### src/rtl/mem_copy_dma.sv
// Word-by-word memory copy engine: alternates READ/WRITE cycles over a shared
// memory port. Rejects misaligned requests and supports abort.
module mem_copy_dma #(
    parameter int unsigned DATA_WIDTH  = 32,
    parameter int unsigned LEN_WIDTH   = 8,
    parameter int unsigned ADDR_STRIDE = 8
) (
    input  logic                  clk,
    input  logic                  rst,
    input  logic                  start,
    input  logic [DATA_WIDTH-1:0] src_addr,
    input  logic [DATA_WIDTH-1:0] dst_addr,
    input  logic [LEN_WIDTH-1:0]  len,
    input  logic                  abort,
    output logic                  busy,
    output logic                  done,
    output logic                  error,
    output logic [DATA_WIDTH-1:0] mem_addr,
    output logic [DATA_WIDTH-1:0] mem_wdata,
    output logic                  mem_we,
    input  logic [DATA_WIDTH-1:0] mem_rdata
);

    typedef enum logic [1:0] {
        IDLE,
        READ,
        WRITE,
        FINISH
    } state_t;

    state_t                state_q, state_d;
    logic [DATA_WIDTH-1:0] src_ptr, dst_ptr, data_buf;
    logic [LEN_WIDTH-1:0]  count;
    logic                  err_q, err_d;
    logic                  load;
    logic                  misaligned;

    assign misaligned = (src_addr[2:0] != 3'd0) || (dst_addr[2:0] != 3'd0);

    always_ff @(posedge clk or posedge rst) begin
        if (rst) begin
            state_q <= IDLE;
            err_q   <= 1'b0;
        end else begin
            state_q <= state_d;
            err_q   <= err_d;
        end
    end

    // Abort wins over every READ/WRITE transition, including the last write.
    always_comb begin
        state_d = state_q;
        err_d   = 1'b0;
        load    = 1'b0;
        case (state_q)
            IDLE: begin
                if (start) begin
                    if (misaligned) begin
                        err_d = 1'b1;
                    end else if (len == '0) begin
                        state_d = FINISH;
                    end else begin
                        load    = 1'b1;
                        state_d = READ;
                    end
                end
            end
            READ:   state_d = abort ? IDLE : WRITE;
            WRITE: begin
                if (abort)
                    state_d = IDLE;
                else if (count == LEN_WIDTH'(1))
                    state_d = FINISH;
                else
                    state_d = READ;
            end
            FINISH: state_d = IDLE;
            default: state_d = IDLE;
        endcase
    end

    always_ff @(posedge clk or posedge rst) begin
        if (rst) begin
            src_ptr  <= '0;
            dst_ptr  <= '0;
            count    <= '0;
            data_buf <= '0;
        end else begin
            if (load) begin
                src_ptr <= src_addr;
                dst_ptr <= dst_addr;
                count   <= len;
            end else if (state_q == WRITE) begin
                src_ptr <= src_ptr + DATA_WIDTH'(ADDR_STRIDE);
                dst_ptr <= dst_ptr + DATA_WIDTH'(ADDR_STRIDE);
                count   <= count - LEN_WIDTH'(1);
            end
            if (state_q == READ)
                data_buf <= mem_rdata;
        end
    end

    always_comb begin
        mem_addr = '0;
        case (state_q)
            READ:    mem_addr = src_ptr;
            WRITE:   mem_addr = dst_ptr;
            default: mem_addr = '0;
        endcase
    end

    assign mem_we    = (state_q == WRITE);
    assign mem_wdata = data_buf;
    assign busy      = (state_q == READ) || (state_q == WRITE);
    assign done      = (state_q == FINISH);
    assign error     = err_q;

endmodule

### config.mk
export PLATFORM = sky130hd
export DESIGN_NAME = mem_copy_dma
export DESIGN_NICKNAME = d
export VERILOG_FILES = /design/src/rtl/mem_copy_dma.sv
export SDC_FILE = /design/constraint.sdc
export NUM_CORES = 1
export LEC_CHECK = 0
export BUFFER_PORTS_ARGS = -buffer_cell sky130_fd_sc_hd__buf_2
export CAP_MARGIN = 15
export CORE_MARGIN = 5
export CORE_UTILIZATION = 53
export DETAILED_ROUTE_END_ITERATION = 10
export GPL_ROUTABILITY_DRIVEN = 0
export GPL_TIMING_DRIVEN = 0
export PLACE_DENSITY_LB_ADDON = 0.15
export SYNTH_ARGS = -nofsm -noshare
export SYNTH_HDL_FRONTEND = slang
export SYNTH_SLANG_ARGS = --single-unit
### constraint.sdc
create_clock -name clk -period 4.7 [get_ports clk]
set_clock_uncertainty 0.1 [all_clocks]
set_input_delay 0.705 -clock clk [delete_from_list [all_inputs] [get_ports clk]]
set_output_delay 0.705 -clock clk [all_outputs]
set_load 0.01 [all_outputs]
* Yosys cells after proc, flatten, opt, wreduce, memory -nomap -nowiden
Cells that the tools add are included.
** Storage, ports and cells
- Bits in registers :: 107
- Output and inout bits :: 68
- Bits of input ports :: 108
- Word-level logic and storage cells :: 44
** Cells by class
- Equal/unequal tests :: 6
- $add $sub $neg :: 3
- Reduce and logical (&&, ||, !) cells :: 8
- Mux-type cells :: 21
** Operators with widths (number)
- 32-bit two-way mux :: 4
- 32-bit by 4-bit adder with 32-bit output, second input constant :: 2
- 32-bit case mux with 2 select lines :: 1
- 8-bit two-way mux :: 2
- 2-bit two-way mux :: 6
- 8-bit by 1-bit equality test with 1-bit output, second input constant :: 1
- 8-bit logical NOT :: 1
- 2-bit case mux with 4 select lines :: 1
- 8-bit by 1-bit subtractor with 8-bit output, second input constant :: 1
- 1-bit two-way mux :: 7
- 3-bit nonzero test :: 2
- 2-bit equality test, second input constant :: 2
- 2-bit != test, second input constant :: 2
- 2-bit by 1-bit equality test with 1-bit output, second input constant :: 1
- 2-bit logical NOT :: 1
- 1-bit logical OR :: 2
- 2-bit AND reduction :: 1
- 2-bit nonzero test :: 1

* Logic depth before layout (Yosys ltp)
Gate-level depths: netlist of the first run.
- Depth in word-level cells :: 6
- Mapped depth :: 8
- Mapped depth without buffers :: 6

* Worst setup path after synthesis of the first run
No wires, ideal clock.
- Path kind :: reg2out
- Start :: register state_q[0]
- End :: output mem_addr[28]
- Cell stages (with the launch flop) :: 8
- Data required time :: 3.895 ns
- Arrival time :: 1.874 ns
- Path buffers :: 3
- Setup slack :: 2.021 ns
- Path through :: dfrtp_1 > inv_1 > ha_1 > buf_4 > clkbuf_1 > buf_1 > a22oi_1 > nor2b_1
** On the way
- Word-level cells in the longest chain between the ends :: 2
- Elaborated cells between the ends (all ways) :: 3
- Classes of those cells :: 2 x eq/ne; 1 x mux
** RTL lines
- from (decl) :: RTL line 31 : state_t state_q, state_d;
- from (signal assigned) :: RTL line 45 : state_q <= state_d;
- 2-bit equality test
- named net mem_we :: RTL line 20 : output logic mem_we,
- 32-bit case mux with 2 select lines :: RTL line 105 : case (state_q)
- to (decl) :: RTL line 18 : output logic [DATA_WIDTH-1:0] mem_addr,
The timed path passes the listed nets, and every way through them passes these cells.

* Worst setup path in the final report of the first run
- Start :: register state_q[0]
- End :: output mem_addr[29]
** On the way
- Word-level cells in the longest chain between the ends :: 2
- Elaborated cells between the ends (all ways) :: 3
- Classes of those cells :: 2 x eq/ne; 1 x mux
** RTL lines (RTL line)
- 2-bit equality test / 2-bit by 1-bit equality test with 1-bit output (equally long branches) :: 105
- 32-bit case mux with 2 select lines (*) :: 105
Mark *: on every way between the ends. The rest lies on a longest branch, timed or not.

==> results.sh, run 1 <==
export IMPL_finish_cell_count_without_fillers=952
export IMPL_firstDrtPassIters=5
export IMPL_die_y_um=117
export IMPL_core_area_sq_um=11300
export IMPL_num_vias=5789
export IMPL_crit_buf_inv=5
export IMPL_critical_path_startpoint_type="flop"
export IMPL_htree_num_levels=3
export IMPL_worst_path_dominant_cell_family="buffers and inverters"
export IMPL_worst_r2r_startpoint="state_q[0]$_DFFE_PP0P_"
export IMPL_arrival_ns=2.91
export IMPL_synth_top_cell_area_share_pct=44.5
export IMPL_worst_r2r_cell_count=8
export IMPL_critical_path_endpoint_type="primary output"
export IMPL_unrepaired_setup_endpoints_after_global_routing="false"
export IMPL_cts_inserted_buffers=9
export IMPL_post_synth_instance_area_sq_um=6020
export IMPL_floorplan_initialDensity_pct=53.4
export IMPL_die_footprint_sq_um=13600
export IMPL_fin_crit_ns=3.71
export IMPL_post_cts_resized_instances=0
export IMPL_syn_mean_instance_area_sq_um=9.76
export IMPL_period_share_pct=79.0
export IMPL_timing_critical_path_slowest_stage_cell="sky130_fd_sc_hd__buf_1"
export IMPL_finalSetupViolations=0
export IMPL_critical_path_peak_fanout=10
export IMPL_max_slew_worst_pin_slew_ns=0.719
export IMPL_r2r_end="count[1]$_DFFE_PP0P_"
export IMPL_worst_path_stages=8
export IMPL_crit_required_ns=3.89
export IMPL_r2r_setup_slack_ns=1.91
export IMPL_final_net_count=921
export IMPL_post_drt_via_cell_ratio=6.08
export IMPL_synth_top_cell_by_area="sky130_fd_sc_hd__dfrtp_1"
export IMPL_layout_drive_gt1_share_pct=31.3
export IMPL_cts_hold_buf=0
export IMPL_global_route_wire_length_before_repair_mm=27.9
export IMPL_hold_path_class="primary input to async pin"
export IMPL_synth_seq_cells=107
export IMPL_path_clk_slew_ns=0.08
export IMPL_route_detailed_wl_per_inst_um=18.9
export IMPL_final_antenna_net_count=0
export IMPL_io_buffers=175
export IMPL_category_of_the_critical_setup_timing_path="flop to primary output"
export IMPL_dominantRegCellSynth="sky130_fd_sc_hd__dfrtp_1"
export IMPL_yosysUniqueCellTypes=45
export IMPL_slew_violations=0
export IMPL_synth_common_cells="107 x sky130_fd_sc_hd__dfrtp_1, 48 x sky130_fd_sc_hd__o21ai_0, 46 x sky130_fd_sc_hd__nand3_1"
export IMPL_dp_cells=936
export IMPL_setup_slack_ns=0.988
export IMPL_power_per_cell_area_nw_per_um2=592
export IMPL_total_drc_errors_in_the_routed_layout=0
export IMPL_clock_fmax_mhz=269
export IMPL_max_slew_margin_rel_pct=52.1
export IMPL_worst_setup_path_startpoint="state_q[0]$_DFFE_PP0P_"
export IMPL_dpl_worst_slack_ns=1.42
export IMPL_io_pin_count=176
export IMPL_global_route_overflow_total=0
export IMPL_clock_sink_count=107
export IMPL_worstSetupEndpoint="mem_addr[29]"
export IMPL_post_cts_setup_buffer_count=0
export IMPL_first_iter_violations=493
export IMPL_num_rows=39
export IMPL_clockRootBuffer="sky130_fd_sc_hd__clkbuf_16"
export IMPL_synth_async_reset_ratio_pct=100
export IMPL_timing_max_cap_violations=0
export IMPL_total_power_uw=4380
export IMPL_yosysMostFrequentCell="sky130_fd_sc_hd__dfrtp_1"
export IMPL_drt_total_wl_mm=18.0
export IMPL_worst_hold_slack_ns=0.295
export IMPL_chipWidth_um=117
export IMPL_synthTopCellsByArea="sky130_fd_sc_hd__dfrtp_1 44%, sky130_fd_sc_hd__mux2_2 6.4%, sky130_fd_sc_hd__a22oi_1 4.1%"
export IMPL_synthesis_yosys_warnings=0
export IMPL_largest_voltage_drop_on_the_vdd_net_v=0.000350
export IMPL_track_usage_pct=26.4
export IMPL_mappedNetlistNets=734
export IMPL_leakage_uw=0.00305
export IMPL_report_final_hold_viol_count=0
export IMPL_max_stage_delay_ns=0.61
export IMPL_grt_max_degree=69
export IMPL_cts_tree="yes"
export IMPL_post_synth_edffs=0
export IMPL_ys_seq_area_share_pct=44.5
export IMPL_ctsLongestPathBuffers=2
export IMPL_run_status="finished, final reports clean"
export IMPL_number_of_inserted_diodes=0
export IMPL_synthesized_netlist_cell_count=617
export IMPL_layout_area_overhead_vs_synth_pct=22.9
export IMPL_worst_skew_late_latency_ns=0.35
export IMPL_antenna_found_initial=0
export IMPL_dp_hpwl_mm=13.7
export IMPL_grt_pass1_vias=5567
export IMPL_timing_critical_path_cells="inv_1 > ha_1 > buf_4 > clkbuf_1 > buf_1 > a22oi_1 > nor2b_1 > buf_2"
routing by layer:
| metal | track usage [%] | up-vias | wire length (um) |
|---|---|---|---|
| li1 | - | 2680 | - |
| met1 | 35.4 | 2783 | 7390 |
| met2 | 42.5 | 279 | 8360 |
| met3 | 3.94 | 47 | 1670 |
| met4 | 12.0 | 0 | 610 |
| met5 | 0 | - | 0 |
how the worst min path moves through the flow:
stage                                 startpoint                   endpoint  depth (start not counted)
final                                        rst  mem_wdata[31]$_DFFE_PP0N_                          2
after floorplan           src_ptr[0]$_DFFE_PP0P_     src_ptr[0]$_DFFE_PP0P_                          1
after global routing                         rst  mem_wdata[29]$_DFFE_PP0N_                          2
after detailed placement  src_ptr[1]$_DFFE_PP0P_     src_ptr[1]$_DFFE_PP0P_                          1
after global placement    src_ptr[0]$_DFFE_PP0P_     src_ptr[0]$_DFFE_PP0P_                          1
after CTS                                    rst  mem_wdata[29]$_DFFE_PP0N_                          2
flip-flops by register name, indices dropped and copies added, names as in the netlist:
register	count
src_ptr	32
error	1
dst_ptr	32
state_q	2
count	8
mem_wdata	32
layout make-up:
cell class,instances,area [sq um]
clock inverters,7,66.3
inverters,9,36.3
repair buffers,176,903
fillers,961,3870
clock buffers,9,225
plain buffers,47,208
flip-flops and latches,107,2680
multi-input cells,454,3100
well taps,143,179
power by group:
| part | switching [uW] | leakage, uW | internal [uW] |
|---|---|---|---|
| combinational | 1070 | 0.00171 | 916 |
| clock | 381 | 0.000144 | 376 |
| sequential | 368 | 0.00120 | 1270 |
| total | 1820 | 0.00305 | 2560 |
per-stage QoR:
stage,util [%],area (sq um),setup TNS (ns)
6_report,65.6,7400,0
5_1_grt,65.6,7400,0
4_1_cts,65.6,7400,0
3_5_place_dp,63.0,7110,0
3_3_place_gp,62.8,7080,-13.10
2_1_floorplan,-,6020,0
kinds of logic (layout without fill, tap and decap cells):
kind of cell,Yosys count,count (layout),share of synthesized area [%]
AND/OR/NAND/NOR,245,245,24.1
multiplexers,36,36,6.69
XOR/XNOR,36,36,5.24
AO/OA/AOI/OAI,128,128,13.7
flip-flops,107,107,44.5
adder cells (fa/ha/maj),9,9,1.87
buffers and inverters,56,248,4.01
cells in the final DEF (no fill, tap or decap), types with 2 or more instances in the layout:
| cell | netlist | routed |
|---|---|---|
| sky130_fd_sc_hd__o31a_1 | 7 | 7 |
| sky130_fd_sc_hd__nand3_1 | 46 | 46 |
| sky130_fd_sc_hd__buf_4 | 2 | 2 |
| sky130_fd_sc_hd__or3_1 | 16 | 16 |
| sky130_fd_sc_hd__o21ai_0 | 48 | 48 |
| sky130_fd_sc_hd__and2_1 | 9 | 9 |
| sky130_fd_sc_hd__mux2i_1 | 2 | 2 |
| sky130_fd_sc_hd__xnor2_1 | 15 | 15 |
| sky130_fd_sc_hd__a22oi_1 | 33 | 33 |
| sky130_fd_sc_hd__nor2b_1 | 33 | 33 |
| sky130_fd_sc_hd__dfrtp_1 | 107 | 107 |
| sky130_fd_sc_hd__clkbuf_1 | 22 | 22 |
| sky130_fd_sc_hd__clkbuf_16 | 0 | 9 |
| sky130_fd_sc_hd__xor2_1 | 21 | 21 |
| sky130_fd_sc_hd__ha_1 | 9 | 9 |
| sky130_fd_sc_hd__nand2_1 | 31 | 31 |
| sky130_fd_sc_hd__nor2_1 | 7 | 7 |
| sky130_fd_sc_hd__a31oi_1 | 22 | 22 |
| sky130_fd_sc_hd__nor4_1 | 8 | 8 |
| sky130_fd_sc_hd__nand4b_1 | 2 | 2 |
| sky130_fd_sc_hd__nand4_1 | 21 | 21 |
| sky130_fd_sc_hd__and3_1 | 5 | 5 |
| sky130_fd_sc_hd__inv_1 | 9 | 8 |
| sky130_fd_sc_hd__o31ai_1 | 11 | 11 |
| sky130_fd_sc_hd__mux2_2 | 34 | 34 |
| sky130_fd_sc_hd__o21a_1 | 4 | 4 |
| sky130_fd_sc_hd__or4_4 | 3 | 3 |
| sky130_fd_sc_hd__or4_1 | 15 | 15 |
| sky130_fd_sc_hd__buf_2 | 8 | 183 |
| sky130_fd_sc_hd__clkbuf_2 | 5 | 5 |
| sky130_fd_sc_hd__buf_1 | 9 | 9 |
| sky130_fd_sc_hd__and4_1 | 9 | 9 |
| sky130_fd_sc_hd__nor3_1 | 31 | 31 |
| sky130_fd_sc_hd__inv_8 | 0 | 4 |
worst reg2reg max path, stage by stage (launching register included):
cell and delay [ns]:
sky130_fd_sc_hd__dfrtp_1 0.42, sky130_fd_sc_hd__inv_1 0.13, sky130_fd_sc_hd__ha_1 0.27, sky130_fd_sc_hd__buf_4 0.22, sky130_fd_sc_hd__clkbuf_1 0.43, sky130_fd_sc_hd__buf_1 0.61, sky130_fd_sc_hd__nand2_1 0.11, sky130_fd_sc_hd__o21ai_0 0.19
sky130_fd_sc_hd__a22oi_1 0.16
No activity file was read; power rests on OpenSTA's default activity.
==> inputs of run 2 (changes only) <==
clock period = 3.5 ns   (was 4.7 ns; I/O delays follow)
==> run 2 against run 1 <==
  * Combinational power is 34% higher
  * Die area stayed put
  * Final area hardly changed
  * Largest cell class unchanged
==> results.sh, run 2 (synthesized netlist as in run 1, its figures left out) <==
export IMPL_io_pin_count=176
export IMPL_r2r_end="dst_ptr[28]$_DFFE_PP0P_"
export IMPL_unrepaired_setup_endpoints_after_global_routing="false"
export IMPL_finalSetupTns_ns=0
export IMPL_die_y_um=117
export IMPL_track_usage_pct=26.4
export IMPL_power_sequential_fraction_pct=37.4
export IMPL_layout_area_overhead_vs_synth_pct=22.9
export IMPL_cts_tree="yes"
export IMPL_highest_layer="met4"
export IMPL_timing_critical_path_slowest_stage_cell="sky130_fd_sc_hd__buf_1"
export IMPL_arrival_ns=2.82
export IMPL_met3WireLength_mm=1.62
export IMPL_io_buffers=175
export IMPL_timing_max_cap_violations=0
export IMPL_wirelength_met1_mm=7.43
export IMPL_ctsLongestPathBuffers=2
export IMPL_most_common_cell_after_layout_fill_and_taps_aside="sky130_fd_sc_hd__buf_2"
export IMPL_largest_voltage_drop_on_the_vdd_net_v=0.000468
export IMPL_worst_setup_path_startpoint="state_q[0]$_DFFE_PP0P_"
export IMPL_critical_path_startpoint_type="flop"
export IMPL_cts_hold_buf=0
export IMPL_power_combinational_fraction_pct=45.3
export IMPL_run_status="finished, final reports clean"
export IMPL_cts_inserted_buffers=9
export IMPL_path_clk_slew_ns=0.08
export IMPL_clock_fmax_mhz=291
export IMPL_drt_total_wl_mm=18.0
export IMPL_fin_area_sq_um=7400
export IMPL_critical_path_peak_fanout=10
export IMPL_switching_share_pct=41.5
export IMPL_layout_fillers=960
export IMPL_power_internal_uw=3440
export IMPL_core_area_sq_um=11300
export IMPL_antenna_found_initial=0
export IMPL_power_share_clock_pct=17.3
export IMPL_finalSetupViolations=0
export IMPL_fin_crit_ns=3.44
export IMPL_most_common_layout_cells="183 x sky130_fd_sc_hd__buf_2, 107 x sky130_fd_sc_hd__dfrtp_1, 48 x sky130_fd_sc_hd__o21ai_0"
export IMPL_category_of_the_critical_setup_timing_path="flop to primary output"
export IMPL_chipWidth_um=117
export IMPL_worst_skew_late_latency_ns=0.35
export IMPL_wl_met2_mm=8.38
export IMPL_final_net_count=921
export IMPL_worstSetupEndpoint="mem_addr[20]"
export IMPL_worst_hold_slack_ns=0.114
export IMPL_post_cts_setup_buffer_count=0
export IMPL_clockRootBuffer="sky130_fd_sc_hd__clkbuf_16"
export IMPL_grt_max_degree=69
export IMPL_post_drt_via_cell_ratio=6.08
export IMPL_worst_r2r_startpoint="state_q[0]$_DFFE_PP0P_"
export IMPL_max_stage_delay_ns=0.46
export IMPL_layout_drive_gt1_share_pct=31.4
export IMPL_max_slew_worst_pin_slew_ns=0.646
export IMPL_number_of_inserted_diodes=0
export IMPL_critical_path_endpoint_type="primary output"
export IMPL_total_drc_errors_in_the_routed_layout=0
export IMPL_hold_path_class="primary input to async pin"
export IMPL_first_iter_violations=491
export IMPL_dp_hpwl_mm=13.7
export IMPL_power_per_cell_area_nw_per_um2=796
export IMPL_route_detailed_wl_per_inst_um=18.9
export IMPL_period_share_pct=98.3
export IMPL_firstDrtPassIters=5
export IMPL_report_final_hold_viol_count=0
export IMPL_grt_pass1_vias=5567
export IMPL_max_slew_margin_rel_pct=56.6
export IMPL_leakage_uw=0.00305
export IMPL_post_route_util_pct=65.6
export IMPL_slew_violations=0
export IMPL_crit_required_ns=2.87
export IMPL_final_antenna_net_count=0
export IMPL_timing_critical_path_cells="inv_1 > ha_1 > buf_4 > clkbuf_1 > buf_1 > a22oi_1 > nor2b_1 > buf_2"
export IMPL_worst_r2r_cell_count=8
export IMPL_global_route_wire_length_before_repair_mm=27.9
export IMPL_r2r_setup_slack_ns=0.79
export IMPL_num_rows=39
export IMPL_num_vias=5784
export IMPL_clock_sink_count=107
export IMPL_die_footprint_sq_um=13600
export IMPL_global_route_overflow_total=0
export IMPL_floorplan_initialDensity_pct=53.4
export IMPL_htree_num_levels=3
export IMPL_switching_power_uw=2450
export IMPL_placedInstanceArea_sq_um=7110
==> run 2: how the worst min path moves through the flow <==
stage | to | slack (ns) | depth (start not counted)
2_1_floorplan | src_ptr[0]$_DFFE_PP0P_ | 0.35 | 1
3_3_place_gp | src_ptr[0]$_DFFE_PP0P_ | 0.37 | 1
3_5_place_dp | src_ptr[1]$_DFFE_PP0P_ | 0.37 | 1
4_1_cts | mem_wdata[29]$_DFFE_PP0N_ | 0.13 | 2
5_1_grt | mem_wdata[29]$_DFFE_PP0N_ | 0.16 | 2
6_report | mem_wdata[31]$_DFFE_PP0N_ | 0.11 | 2
==> run 2: final cells by class <==
type / count / area [sq um] / share of cell area (%)
tap: 143 / 179 / 2.42
clock inverter: 7 / 66.3 / 0.896
multi-input combinational: 454 / 3100 / 41.9
timing repair buffer: 176 / 903 / 12.2
clock buffer: 9 / 225 / 3.04
inverter: 9 / 36.3 / 0.490
buffer: 47 / 209 / 2.82
sequential: 107 / 2680 / 36.2
==> run 2: power by group through the flow <==
stage | Clock [uW] | Combinational [uW] | Sequential, uW
after floorplan | 0 | 1670 | 2180
after global placement | 0 | 2590 | 2170
after detailed placement | 0 | 2670 | 2200
after CTS | 1030 | 2680 | 2180
after global routing | 1070 | 2930 | 2260
final | 1020 | 2670 | 2200
==> run 2: metal layers <==
metal,GRT usage (%),vias to the layer above
met2,42.5,281
met3,3.94,42
met5,0,-
met4,12.0,0
met1,35.4,2779
li1,-,2682
==> run 2: metrics by stage <==
| stage | worst slack [ns] | cells | total power (uW) |
|---|---|---|---|
| finish | 0.0596 | 952 | 5890 |
| global route | 0.0184 | 952 | 6270 |
| CTS | 0.0145 | 952 | 5890 |
| detailed placement | 0.396 | 936 | 4860 |
| global placement | -1.15 | 935 | 4760 |
| floorplan | 0.0578 | 617 | 3850 |
==> run 2: critical path, delay by kind of cell (launching register included) <==
family / cells / cell delay (ns)
AOI/OAI and AO/OA: 1 / 0.13
buffers and inverters: 5 / 1.41
adders and majority gates: 1 / 0.27
DFF: 1 / 0.42
and+or+nand+nor: 1 / 0.22
==> run 2: timing repair <==
item / in CTS / in global routing
endpoints found under the hold margin: 0 / 0
setup endpoints to repair: 0 / 3
resized for setup: 0 / 1
